`src/rtl/alu_pkg.sv`:
```
// Shared ALU definitions: op-code encodings and the NZCV flag bundle used by
// the execute stage, the EX/MEM pipeline register and branch resolution.
package alu_pkg;

    localparam logic [2:0] ALU_PASS_B = 3'b000;
    localparam logic [2:0] ALU_ADD    = 3'b010;
    localparam logic [2:0] ALU_SUB    = 3'b011;
    localparam logic [2:0] ALU_AND    = 3'b100;
    localparam logic [2:0] ALU_OR     = 3'b101;
    localparam logic [2:0] ALU_XOR    = 3'b110;

    // Packed so that {n,z,c,v} maps directly onto a 4-bit flag vector.
    typedef struct packed {
        logic n;
        logic z;
        logic c;
        logic v;
    } nzcv_t;

endpackage

```
`src/rtl/ex_mem_stage_flag_unit.sv`:
```
// flag_unit: purely combinational N/Z/C/V generation from the 64-bit ALU
// result and the carries around the most significant 1-bit slice.
// Only ADD/SUB produce carry and overflow; logical ops, PASS_B and the
// unused codes 001/111 clear C and V.
module flag_unit
    import alu_pkg::*;
#(
    parameter int WIDTH = 64
) (
    input  logic [2:0]       alu_sel,
    input  logic [WIDTH-1:0] alu_result,
    input  logic             cout_msb,
    input  logic             cin_msb,
    output nzcv_t            flags
);

    // Derive the flag bundle from the current ALU outputs.
    always_comb begin
        flags.n = alu_result[WIDTH-1];
        flags.z = ~|alu_result;
        flags.c = 1'b0;
        flags.v = 1'b0;
        case (alu_sel)
            ALU_ADD, ALU_SUB: begin
                flags.c = cout_msb;
                flags.v = cout_msb ^ cin_msb;
            end
            ALU_AND, ALU_OR, ALU_XOR, ALU_PASS_B: begin
                flags.c = 1'b0;
                flags.v = 1'b0;
            end
            default: begin
                // Unused encodings behave like PASS_B for flag purposes.
                flags.c = 1'b0;
                flags.v = 1'b0;
            end
        endcase
    end

endmodule

```
`src/rtl/ex_mem_stage.sv`:
```
// ex_mem_stage: EX->MEM pipeline register plus the architectural NZCV flag
// register. Priority per cycle is reset > flush > stall > load.
// Optional feature macro: FLAG_FWD_EN -- when defined, nzcv_fwd bypasses the
// freshly computed flags of a flag-setting instruction in EX so a B.cond right
// behind it can resolve without a stall; otherwise nzcv_fwd is nzcv_o.
module ex_mem_stage
    import alu_pkg::*;
#(
    parameter int WIDTH = 64,
    parameter int REGW  = 5
) (
    input  logic             clk,
    input  logic             reset,
    input  logic             stall,
    input  logic             flush,
    input  logic             in_valid,
    input  logic [2:0]       alu_sel,
    input  logic [WIDTH-1:0] alu_result,
    input  logic             cout_msb,
    input  logic             cin_msb,
    input  logic             set_flags,
    input  logic [REGW-1:0]  rd,
    input  logic             reg_write,
    input  logic             mem_read,
    input  logic             mem_write,
    input  logic [WIDTH-1:0] store_data,
    output logic             valid_o,
    output logic [WIDTH-1:0] result_o,
    output logic [WIDTH-1:0] store_data_o,
    output logic [REGW-1:0]  rd_o,
    output logic             reg_write_o,
    output logic             mem_read_o,
    output logic             mem_write_o,
    output logic [3:0]       nzcv_o,
    output logic [3:0]       nzcv_fwd
);

    nzcv_t            flags_s;
    logic             load_s;
    logic             flag_upd_s;

    logic             valid_r;
    logic [WIDTH-1:0] result_r;
    logic [WIDTH-1:0] store_data_r;
    logic [REGW-1:0]  rd_r;
    logic             reg_write_r;
    logic             mem_read_r;
    logic             mem_write_r;
    nzcv_t            nzcv_r;

    flag_unit #(
        .WIDTH (WIDTH)
    ) u_flag_unit (
        .alu_sel    (alu_sel),
        .alu_result (alu_result),
        .cout_msb   (cout_msb),
        .cin_msb    (cin_msb),
        .flags      (flags_s)
    );

    assign load_s     = ~flush & ~stall;
    assign flag_upd_s = load_s & in_valid & set_flags;

    // Valid and control bits: cleared by reset and flush, held by stall,
    // otherwise qualified by in_valid so a non-instruction never writes.
    always_ff @(posedge clk) begin
        if (reset) begin
            valid_r     <= 1'b0;
            reg_write_r <= 1'b0;
            mem_read_r  <= 1'b0;
            mem_write_r <= 1'b0;
        end else if (flush) begin
            valid_r     <= 1'b0;
            reg_write_r <= 1'b0;
            mem_read_r  <= 1'b0;
            mem_write_r <= 1'b0;
        end else if (stall) begin
            valid_r     <= valid_r;
            reg_write_r <= reg_write_r;
            mem_read_r  <= mem_read_r;
            mem_write_r <= mem_write_r;
        end else begin
            valid_r     <= in_valid;
            reg_write_r <= reg_write & in_valid;
            mem_read_r  <= mem_read  & in_valid;
            mem_write_r <= mem_write & in_valid;
        end
    end

    // Data fields: only reset clears them; a bubble leaves them untouched
    // since valid_o already marks them as meaningless.
    always_ff @(posedge clk) begin
        if (reset) begin
            result_r     <= {WIDTH{1'b0}};
            store_data_r <= {WIDTH{1'b0}};
            rd_r         <= {REGW{1'b0}};
        end else if (load_s) begin
            result_r     <= alu_result;
            store_data_r <= store_data;
            rd_r         <= rd;
        end else begin
            result_r     <= result_r;
            store_data_r <= store_data_r;
            rd_r         <= rd_r;
        end
    end

    // Architectural flags: only a real, loaded, flag-setting instruction
    // may change them.
    always_ff @(posedge clk) begin
        if (reset) begin
            nzcv_r <= 4'b0000;
        end else if (flag_upd_s) begin
            nzcv_r <= flags_s;
        end else begin
            nzcv_r <= nzcv_r;
        end
    end

    assign valid_o      = valid_r;
    assign result_o     = result_r;
    assign store_data_o = store_data_r;
    assign rd_o         = rd_r;
    assign reg_write_o  = reg_write_r;
    assign mem_read_o   = mem_read_r;
    assign mem_write_o  = mem_write_r;
    assign nzcv_o       = nzcv_r;

`ifdef FLAG_FWD_EN
    assign nzcv_fwd = (in_valid & set_flags & ~flush) ? flags_s : nzcv_r;
`else
    assign nzcv_fwd = nzcv_r;
`endif

endmodule

```
`config.mk`:
```
export PLATFORM = sky130hd
export DESIGN_NAME = ex_mem_stage
export DESIGN_NICKNAME = d
export VERILOG_FILES = /design/src/rtl/alu_pkg.sv /design/src/rtl/ex_mem_stage_flag_unit.sv /design/src/rtl/ex_mem_stage.sv
export SDC_FILE = /design/constraint.sdc
export NUM_CORES = 1
export LEC_CHECK = 0
export BUFFER_PORTS_ARGS = -buffer_cell sky130_fd_sc_hd__buf_2
export CAP_MARGIN = 40
export CORE_ASPECT_RATIO = 1.1
export CORE_MARGIN = 5
export CORE_UTILIZATION = 39
export CTS_CLUSTER_DIAMETER = 30
export DETAILED_ROUTE_END_ITERATION = 6
export PLACE_DENSITY_LB_ADDON = 0.05
export SLEW_MARGIN = 10
export SYNTH_ARGS = -nofsm -noshare
export SYNTH_HDL_FRONTEND = slang
export SYNTH_SLANG_ARGS = --single-unit
```
`constraint.sdc`:
```
create_clock -name clk -period 1.1 [get_ports clk]
set_clock_uncertainty 0.05 [all_clocks]
set_input_delay 0.11 -clock clk [delete_from_list [all_inputs] [get_ports clk]]
set_output_delay 0.11 -clock clk [all_outputs]
set_load 0.05 [all_outputs]
```
# Word-level counts from Yosys, hierarchy flattened
# Cells that the tools add are included.
dict set report totals {
  latch_bits 0
  out_inout_bits 145
  ram_bits 0
  elab_cells 27
  memories 0
  reg_bits 141
  mem_bits_ro 0
}
dict set report classes {
  n_reduce_logical 4
  div_mod_pow 0
  addsub 0
  order_cmp 0
  n_mul 0
  mux 1
  bitwise_logic 9
  n_eq_ne 2
  shift 0
}
# cell n
set op_table {}
lappend op_table {{$reduce_or A64 Y1} 1}
lappend op_table {{$and A1 B1 Y1} 6}
lappend op_table {{$eq A3 B2 Y1 const B} 2}
lappend op_table {{$reduce_or A2 Y1} 2}
lappend op_table {{$mux W2} 1}
lappend op_table {{$not A1 Y1} 2}
lappend op_table {{$logic_not A1 Y1} 1}
lappend op_table {{$xor A1 B1 Y1} 1}

# Logic depth before layout (Yosys ltp)
# Gate-level depths: netlist (run 1).
dict set report logic_depth {
  ltp_word 4
  ltp_mapped 6
  mapped_depth_nobuf 4
}

# Cells and area by module
# A second synthesis (run 1) with hierarchy kept.
dict set report unflattened {
  cells_unflattened 669
  hier_area_um2 6083.3
}
# module cells_per_inst seq_area_each_um2 n_inst area_per_inst_um2
set modules_own_cells {}
lappend modules_own_cells {ex_mem_stage 644 2822.7 1 5906.9}
lappend modules_own_cells {flag_unit 25 0.0 1 176.4}

# Least setup slack after synthesis (run 1)
# OpenSTA, ideal clock, no wires.
dict set report synth_path {
  path_type {in2reg}
  from {input port alu_result[61]}
  to {register nzcv_r (netlist bit nzcv_fwd[2])}
  setup_time_ns 0.069
  path_stages 4
  path_buffers 0
  slack_ns -0.076
  required_time_ns 0.981
  t_arrival_ns 1.057
  path_cell_list {nor4_1 nand4_1 or4_1 o21ai_1}
}
dict set report synth_via {
  elab_chain_cells 2
}
# item line
set synth_rtl {}
lappend synth_rtl {{start: declaration} ex_mem_stage.sv:18} ;# input logic [WIDTH-1:0] alu_result,
lappend synth_rtl {{$reduce_or A64 Y1} ex_mem_stage_flag_unit.sv:20} ;# flags.z = ~|alu_result;
lappend synth_rtl {{$logic_not A1 Y1} ex_mem_stage_flag_unit.sv:20}
lappend synth_rtl {{end signal: assignment} ex_mem_stage.sv:114} ;# nzcv_r <= flags_s;
lappend synth_rtl {{end signal: assignment} ex_mem_stage.sv:116} ;# nzcv_r <= nzcv_r;
lappend synth_rtl {{end: declaration} ex_mem_stage.sv:49} ;# nzcv_t nzcv_r;
# Every way passes these cells.
# A chain may end at the register's enable or synchronous reset.

# Final worst setup path (run 1)
dict set report layout_path {
  from {input port alu_result[37]}
  to {register nzcv_r (netlist bit nzcv_fwd[2])}
}
# The elaborated chain is that of the path after synthesis.

==> results.yml, run 1 <==
outcome:
  status: "complete, but fails checks"
  violations: "negative hold slack, negative setup slack"
sta:
  worst_pin_slew_ns: 0.476
  slew_headroom_pct: 68.2
  layout_worst_path_cycle_share_pct: 103
  worst_slack_ns: -0.0372
  final_hold_viol_count: 1
  finalSetupViolCount: 3
  worst_hold_slack_ns: -0.000992
  rsz0062_at_grt: "true"
  fmax_mhz: 879
  drv_slew: 0
  period_needed_ns: 1.14
worst_hold_path:
  min_path_cells: 4
  hold_end: "nzcv_fwd[2]"
  hp-start: "alu_result[45]"
  hold_path_class: "in2reg"
setup_path:
  cp-start-kind: "input pin"
  r2r_cells: 3
  r2r_start: "result_o[52]"
  cp-end-kind: "flop"
  r2r_end: "result_o[52]"
  path_max_fanout: 2
  r2r_setup_slack_ns: 0.28
  required_ns: 1.38
  critical_path.slowest_cell: "or4_1"
  arrival_ns: 1.42
  critPathMaxStageDelay_ns: 0.53
  path_cells: "buf_2 > nor4_4 > buf_4 > nand2_1 > or4_1 > o21ai_1"
  path_class: "in2reg"
pwr:
  intPower_mw: 10.4
  clock_power_share_pct: 40.9
  p_leak_nw: 4.35
  pwr-share-comb_pct: 20.1
  pwr-share-seq_pct: 39.0
  power_mw: 14.3
  power_density_nw_per_um2: 1400
  p_sw_share_pct: 27.4
  p_sw_mw: 3.90
  peakVddDrop_mv: 1.18
place:
  place_congestion: 0.812
  portBuffers: 290
  dp_hpwl_mm: 12.7
cells_and_area:
  final_cell_mix: "nand2_1 (271), buf_2 (140), a21oi_1 (137), dfxtp_2 (137), dlygate4sd3_1 (134)"
  n_fill_cell: 733
  fin_nets: 1218
  drive_gt1_share_pct: 47.4
  mostFrequentLayoutCell: "nand2_1"
  syn2layout_area_growth_pct: 104
grt:
  grt_pass1_wl_mm: 32.8
  grt_max_degree: 52
  grt_pass1_vias: 6478
  track_usage_pct: 26.8
  antenna_found_initial: 0
  grt-ovfl-total: 0
routing:
  finalWirelength_mm: 22.0
  vias: 6267
  drc: 0
  first_pass_iters: 5
  first_iter_violations: 436
  ant_nets: 0
  routed_via_density: 5.05
  wl_per_cell_um: 17.7
floorplanning:
  core_area_um2: 12600
  num_rows: 43
  start_util_pct: 39.8
  die_area_um2: 15200
  die_y_um: 129
  io_pins: 292
  die_x_um: 118
logic_synthesis:
  syn_nets: 785
  avgSynthCellArea_um2: 7.85
  ys_seq_area_share_pct: 56.4
  synthTopCellsByArea: "dfxtp_1 (56%), nand2_1 (20%), a21oi_1 (14%)"
  synth_top_area_cell: "dfxtp_1"
  syn_inst: 638
  synth_seq_cells: 141
  yosys.cell_types.count: 21
  syn_area_um2: 5010
  yosys_warnings: 0
  synth_top_area_share_pct: 56.4
clock_network:
  tritoncts_num_sinks: 141
  cts_tree: "done"
  cts_buffer_depth: 2
  h-tree-depth: 4
  insertion_delay_ns: 0.41
  clkTransAtPathRegs_ns: 0.06
  cts_made_buffers: 17
  root_buffer: "clkbuf_16"
run:
  maxCapViolCount: 0
[through the flow]
stage	TNS [ns]	setup slack (ns)	cells	instance area (um^2)	utilization, %
2_1_floorplan	-0.0638	-0.0638	638	5070	-
3_3_place_gp	-0.574	-0.573	1065	6790	53.9
3_5_place_dp	-0.823	-0.584	1065	6790	53.9
4_1_cts	-0.158	-0.0255	1228	9870	78.4
5_1_grt	-0.461	-0.0662	1241	10200	80.9
6_report	-0.0500	-0.0372	1242	10200	80.9
[flip-flops by register name (all words and copies together) (netlist names)]
register and count:
reg_write_o 1, mem_read_o 1, rd_o 5, store_data_o 64
mem_write_o 1, nzcv_fwd 4, valid_o 1, result_o 64
[layer usage]
metal	vias up	routed length [um]	share of wire (%)	GRT usage, %
met4	0	877	4.0	13.5
met1	2945	7970	36	28.4
met5	-	0	0	0
met2	309	11400	52	47.7
li1	2946	-	-	-
met3	67	1770	8.0	9.05
[cell usage after synthesis]
| library cell | instances |
|---|---|
| nand2_1 | 271 |
| dfxtp_1 | 141 |
| a21oi_1 | 137 |
| clkbuf_1 | 23 |
| buf_2 | 21 |
| nor4_1 | 14 |
| buf_4 | 5 |
| nor3_1 | 5 |
| nand4_1 | 4 |
| a22oi_1 | 3 |
| nand3_1 | 3 |
| nor2b_1 | 2 |
| and3_1 | 1 |
| nand3b_1 | 1 |
| nor2_1 | 1 |
| nor2_2 | 1 |
| nor4_2 | 1 |
| o21ai_1 | 1 |
| or2_2 | 1 |
| or4_1 | 1 |
| xor2_1 | 1 |
[final cells by class]
type                       instances  area (um^2)  share of cell area (%)
tap                              157          196                    1.93
timing repair buffer             463         4320                    42.4
antenna                            1         2.50                  0.0246
clock buffer                      20          467                    4.58
sequential                       141         3010                    29.5
clock inverter                    12          143                    1.40
multi-input combinational        448         2050                    20.2
[worst max path at each step]
stage / endpoint / from / slack, ns
final: nzcv_fwd[2] / alu_result[37] / -0.04
after global routing: nzcv_fwd[2] / alu_result[47] / -0.07
after CTS: nzcv_o[2] / nzcv_fwd[2] / -0.03
after detailed placement: nzcv_fwd[2] / alu_result[48] / -0.58
after global placement: nzcv_fwd[2] / alu_result[48] / -0.57
after floorplan: nzcv_fwd[2] / alu_result[61] / -0.06
[power by group through the flow]
stage / clock network [mW] / registers [mW] / logic, mW
finish: 5.83 / 5.56 / 2.87
floorplan: 0 / 6.34 / 0.506
global route: 6.13 / 5.58 / 3.02
CTS: 5.91 / 5.53 / 2.71
global placement: 0 / 5.54 / 2.02
detailed placement: 0 / 5.55 / 2.05
[what timing repair did]
| item | CTS | global route |
|---|---|---|
| hold buffers | 131 | 3 |
| setup endpoints to repair | 146 | 69 |
| endpoints found under the hold margin | 134 | 3 |
| buffers inserted | 0 | 10 |
| gates resized for setup | 429 | 68 |
[cells by family after synthesis]
kind of cell	share of synthesized area [%]
compound gates	14.2
simple gates	24.6
flops	56.4
xor+xnor	0.175
buf+inv	4.57
[worst max-delay path: cells and delay by family]
| kind | cells | cell delay (ns) |
|---|---|---|
| compound gates | 1 | 0.13 |
| buf+inv | 2 | 0.29 |
| simple gates | 3 | 0.88 |
(Power assumes the default switching activity.)
==> inputs of run 2 (changes only) <==
--- a/config.mk
+++ b/config.mk
@@ -12,7 +12,7 @@
 export CORE_UTILIZATION = 39
 export CTS_CLUSTER_DIAMETER = 30
 export DETAILED_ROUTE_END_ITERATION = 6
-export PLACE_DENSITY_LB_ADDON = 0.05
+export PLACE_DENSITY = 0.79
 export SLEW_MARGIN = 10
 export SYNTH_ARGS = -nofsm -noshare
 export SYNTH_HDL_FRONTEND = slang
==> results.yml, run 2 (same netlist as run 1, synthesis figures left out) <==
floorplanning:
  num_rows: 43
  die_x_um: 118
  io_pins: 292
  die_y_um: 129
  core_area_um2: 12600
  start_util_pct: 39.8
  die_area_um2: 15200
pwr:
  p_sw_share_pct: 28.0
  pwr-share-comb_pct: 20.7
  intPower_mw: 10.1
  pwr-share-seq_pct: 39.5
  clock_power_share_pct: 39.8
  p_sw_mw: 3.95
  power_density_nw_per_um2: 1400
  peakVddDrop_mv: 1.50
  power_mw: 14.1
  p_leak_nw: 4.31
place:
  portBuffers: 290
  place_congestion: 0.852
  dp_cells: 1070
  dp_hpwl_mm: 12.0
setup_path:
  startpoint: "alu_result[5]"
  required_ns: 1.37
  r2r_end: "result_o[31]"
  path_cells: "buf_2 > nor4_2 > nand4_1 > or4_1 > o21ai_1"
  critPathBufInv: 1
  path_max_fanout: 2
  r2r_cells: 3
  critical_path.slowest_cell: "or4_1"
  r2r_setup_slack_ns: 0.18
  cp-end-kind: "flop"
  path_class: "in2reg"
  arrival_ns: 1.49
  critPathMaxStageDelay_ns: 0.57
  cp.depth: 5
  r2r_start: "result_o[31]"
  setup.worst_path.end: "nzcv_fwd[2]"
  cp-start-kind: "input pin"
  path_delay_family: "simple AND/OR/NAND/NOR gates"
clock_network:
  insertion_delay_ns: 0.40
  h-tree-depth: 4
  cts_buffer_depth: 2
  clkTransAtPathRegs_ns: 0.06
  cts_tree: "done"
  cts_made_buffers: 17
  tritoncts_num_sinks: 141
  root_buffer: "clkbuf_16"
cells_and_area:
  multi_input_area_um2: 2010
  final_util_pct: 80.0
  layout.cells.non_filler: 1245
  final_cell_mix: "nand2_1 (271), buf_2 (139), a21oi_1 (137), dlygate4sd3_1 (133), dfxtp_2 (131)"
  syn2layout_area_growth_pct: 101
  seq_area_um2: 3010
  fin_nets: 1220
  n_fill_cell: 603
  mostFrequentLayoutCell: "nand2_1"
  drive_gt1_share_pct: 46.4
sta:
  worst_slack_ns: -0.117
  worst_pin_slew_ns: 0.435
  final_hold_viol_count: 0
  finalSetupTns_ns: -0.117
  period_needed_ns: 1.22
  layout_worst_path_cycle_share_pct: 111
  slew_headroom_pct: 70.7
  worst_hold_slack_ns: 0.0185
  finalSetupViolCount: 1
  fmax_mhz: 822
  drv_slew: 0
  rsz0062_at_grt: "true"
grt:
  grt_pass1_wl_mm: 36.7
  grt_pass1_vias: 6949
  antenna_found_initial: 1
  track_usage_pct: 30.0
  grt-ovfl-total: 0
  grt_max_degree: 69
routing:
  first_iter_violations: 632
  wl_per_cell_um: 20.1
  vias: 6743
  first_pass_iters: 5
  finalWirelength_mm: 25.0
  drc: 0
  routed_via_density: 5.42
  ant_nets: 0
outcome:
  status: "complete, but fails checks"
  violations: "negative setup slack"
run:
  maxCapViolCount: 0
worst_hold_path:
  hold_path_class: "in2reg"
## run 2: metal layers
metal  track usage, %  vias up  part of all wire [%]
li1                 -     2960                     -
met1             29.6     3155                    33
met2             54.7      483                    51
met3             8.79      145                   7.9
met4             20.4        0                   7.3
met5                0        -                     0
## run 2: through the flow
step	setup WS, ns	instance area, um^2
floorplan	-0.0638	5070
global placement	-0.551	6790
detailed placement	-0.548	6790
CTS	-0.0349	9740
global route	-0.152	10100
finish	-0.117	10100
## run 2: power by group through the flow
stage               Sequential [mW]  Combinational, mW  Clock (mW)
floorplan                      6.34              0.506           0
global placement               5.54               2.03           0
detailed placement             5.55               2.04           0
CTS                            5.50               2.70        5.61
global route                   5.58               3.04        5.92
finish                         5.56               2.92        5.60
## run 2: how the worst min path moves through the flow
stage	to	cells after the start	start	slack [ns]
floorplan	mem_read_o	1	flush	0.14
global placement	store_data_o[25]	3	store_data[25]	0.30
detailed placement	store_data_o[7]	3	store_data[7]	0.30
CTS	result_o[19]	3	alu_result[19]	-0.11
global route	nzcv_fwd[2]	4	alu_result[19]	0.01
finish	nzcv_fwd[2]	4	alu_result[19]	0.02
## run 2: repair_timing
item                                    CTS  global route
hold buffers                            129             4
gates cloned                              0             1
endpoints found under the setup margin  146           130
endpoints found under the hold margin   134             4
buffers inserted                          0             7
pin swaps                                 2             0
resized for setup                       367           113
## run 2: worst reg2reg max path, delay by kind of cell, from the launching register on
| kind | cells | cell delay, ns |
|---|---|---|
| flip-flops | 1 | 0.37 |
| AO/OA/AOI/OAI | 1 | 0.22 |
| buffers and inverters | 1 | 0.13 |
| AND/OR/NAND/NOR | 1 | 0.07 |
## run 2: final cells by class
class	count	area share [%]
clock buffer	25	4.82
antenna	3	0.0745
clock inverter	6	0.845
sequential	141	29.9
multi-input combinational	448	20.0
timing repair buffer	465	42.4
tap	157	1.95
==> inputs of run 3 (changes only) <==
--- a/config.mk
+++ b/config.mk
@@ -9,11 +9,12 @@
 export CAP_MARGIN = 40
 export CORE_ASPECT_RATIO = 1.1
 export CORE_MARGIN = 5
-export CORE_UTILIZATION = 39
+export CORE_UTILIZATION = 42
 export CTS_CLUSTER_DIAMETER = 30
 export DETAILED_ROUTE_END_ITERATION = 6
-export PLACE_DENSITY = 0.79
+export PLACE_DENSITY = 0.8
 export SLEW_MARGIN = 10
 export SYNTH_ARGS = -nofsm -noshare
 export SYNTH_HDL_FRONTEND = slang
+export SYNTH_HIERARCHICAL = 1
 export SYNTH_SLANG_ARGS = --single-unit
==> results.yml, run 3 <==
outcome:
  status: "finished clean"
sta:
  finalSetupTns_ns: 0
  period_needed_ns: 1.10
  rsz0062_at_grt: "true"
  fmax_mhz: 909
  layout_worst_path_cycle_share_pct: 100
  worst_slack_ns: 0.000218
  worst_pin_slew_ns: 0.550
  slew_headroom_pct: 63.0
  final_hold_viol_count: 0
  drv_slew: 0
  finalSetupViolCount: 0
floorplanning:
  die_x_um: 125
  num_rows: 46
  die_y_um: 136
  core_area_um2: 14300
  start_util_pct: 42.4
  die_area_um2: 17000
  io_pins: 292
logic_synthesis:
  syn_inst: 669
  synth_seq_cells: 141
  synth_top_area_share_pct: 46.4
  syn_area_um2: 6080
  synth_edf_count: 0
  yosys.cell_types.count: 24
  async_reset_ff_share_pct: 0
  yosys.cell_count.top_type: "dfxtp_1"
  yosys-top-cells-count: "dfxtp_1 (141), a21oi_1 (136), or3b_1 (129)"
  avgSynthCellArea_um2: 9.09
  yosys_warnings: 6
  synth_top_area_cell: "dfxtp_1"
  syn_nets: 816
  ys_seq_area_share_pct: 46.4
  synthFlopType: "dfxtp_1"
  synthTopCellsByArea: "dfxtp_1 (46%), or3b_1 (19%), a21oi_1 (11%)"
grt:
  grt_pass1_vias: 7289
  grt_max_degree: 79
  track_usage_pct: 28.1
  grt-ovfl-total: 0
  grt_pass1_wl_mm: 38.1
  antenna_found_initial: 1
clock_network:
  cts_buffer_depth: 2
  cts_tree: "done"
  root_buffer: "clkbuf_16"
  insertion_delay_ns: 0.40
  cts_made_buffers: 17
  tritoncts_num_sinks: 141
  clkTransAtPathRegs_ns: 0.07
  h-tree-depth: 4
cells_and_area:
  multi_input_area_um2: 2850
  fin_nets: 1209
  syn2layout_area_growth_pct: 79.0
  final_cell_mix: "buf_2 (142), a21oi_1 (136), or3b_1 (129), dfxtp_2 (128)"
  mostFrequentLayoutCell: "buf_2"
  fin_area_um2: 10900
  seq_area_um2: 3010
  drive_gt1_share_pct: 48.4
  final_util_pct: 76.0
  n_fill_cell: 838
routing:
  first_iter_violations: 546
  ant_nets: 0
  first_pass_iters: 7
  vias: 7118
  wl_per_cell_um: 20.4
  drc: 0
  finalWirelength_mm: 25.9
  routed_via_density: 5.61
setup_path:
  critPathBufInv: 1
  cp-start-kind: "flop"
  r2r_setup_slack_ns: 0.26
  required_ns: 0.94
  critPathMaxStageDelay_ns: 0.39
  arrival_ns: 0.94
  critical_path.slowest_cell: "dfxtp_4"
  cp-end-kind: "primary output"
  path_class: "reg2out"
  path_cells: "buf_8"
  path_max_fanout: 3
  path_delay_family: "flip-flops"
place:
  placed_area_um2: 7870
  portBuffers: 290
  pre_cts_slack_ns: -0.381
  place_congestion: 0.899
  dp_hpwl_mm: 13.7
pwr:
  power_mw: 15.1
  power_density_nw_per_um2: 1380
  p_leak_nw: 4.48
  peakVddDrop_mv: 0.849
run:
  maxCapViolCount: 0
worst_hold_path:
  hold_path_class: "in2reg"
[run 3: changes by cell type in the layout (fill, tap and decap cells not counted), sizes merged, moves of 3 or more]
cell,delta
mux2i,+5
nand2b,+8
o21ai,+132
dlygate4sd3,-24
bufinv,+3
a22oi,-3
clkbuf,-4
nor3,-5
or3b,+133
nand3,-3
nand2,-268
buf,+14
[run 3: where the power goes]
| group | switching [mW] | internal (mW) |
|---|---|---|
| combinational | 1.69 | 1.32 |
| clock | 2.18 | 4.33 |
| sequential | 0.179 | 5.37 |
[run 3: through the flow]
stage	instances	hold slack, ns
finish	1269	0.0129
CTS	1262	0.0000425
global placement	1123	0.336
global route	1267	0.00366
detailed placement	1123	0.344
floorplan	669	0.204
[run 3: final cells by class]
| type | count | share of cell area (%) |
|---|---|---|
| diodes | 3 | 0.0689 |
| clock buffers | 22 | 4.54 |
| clock inverters | 9 | 1.65 |
| multi-input cells | 448 | 26.1 |
| flip-flops and latches | 141 | 27.6 |
| well taps | 192 | 2.21 |
| repair buffers | 454 | 37.8 |
[run 3: logic make-up after synthesis]
kind of cell / after synthesis / synth area share, %
AOI/OAI and AO/OA: 269 / 22.1
and+or+nand+nor: 173 / 23.5
DFF: 141 / 46.4
buffers and inverters: 80 / 7.01
muxes: 5 / 0.823
xor gates and xnor gates: 1 / 0.144
[run 3: worst paths after layout]
path                        from      endpoint  cells after the start
setup / recovery     nzcv_fwd[2]     nzcv_o[2]                      1
setup reg to reg    result_o[40]  result_o[40]                      2
hold reg to reg      reg_write_o   reg_write_o                      2
hold / removal    alu_result[14]  result_o[14]                      3
[run 3: timing repair]
action                                  4_1_cts  5_1_grt
endpoints found under the hold margin       107        1
hold buffers                                108        1
gates resized for setup                     360      107
endpoints found under the setup margin      145      102
setup buffers                                 0        3
[run 3: routing by layer]
layer	wire [um]	GRT usage [%]	vias up
met2	13800	51.3	395
met5	0	0	-
met1	8810	27.8	3361
li1	-	-	3233
met4	1740	19.7	0
met3	1610	7.50	129
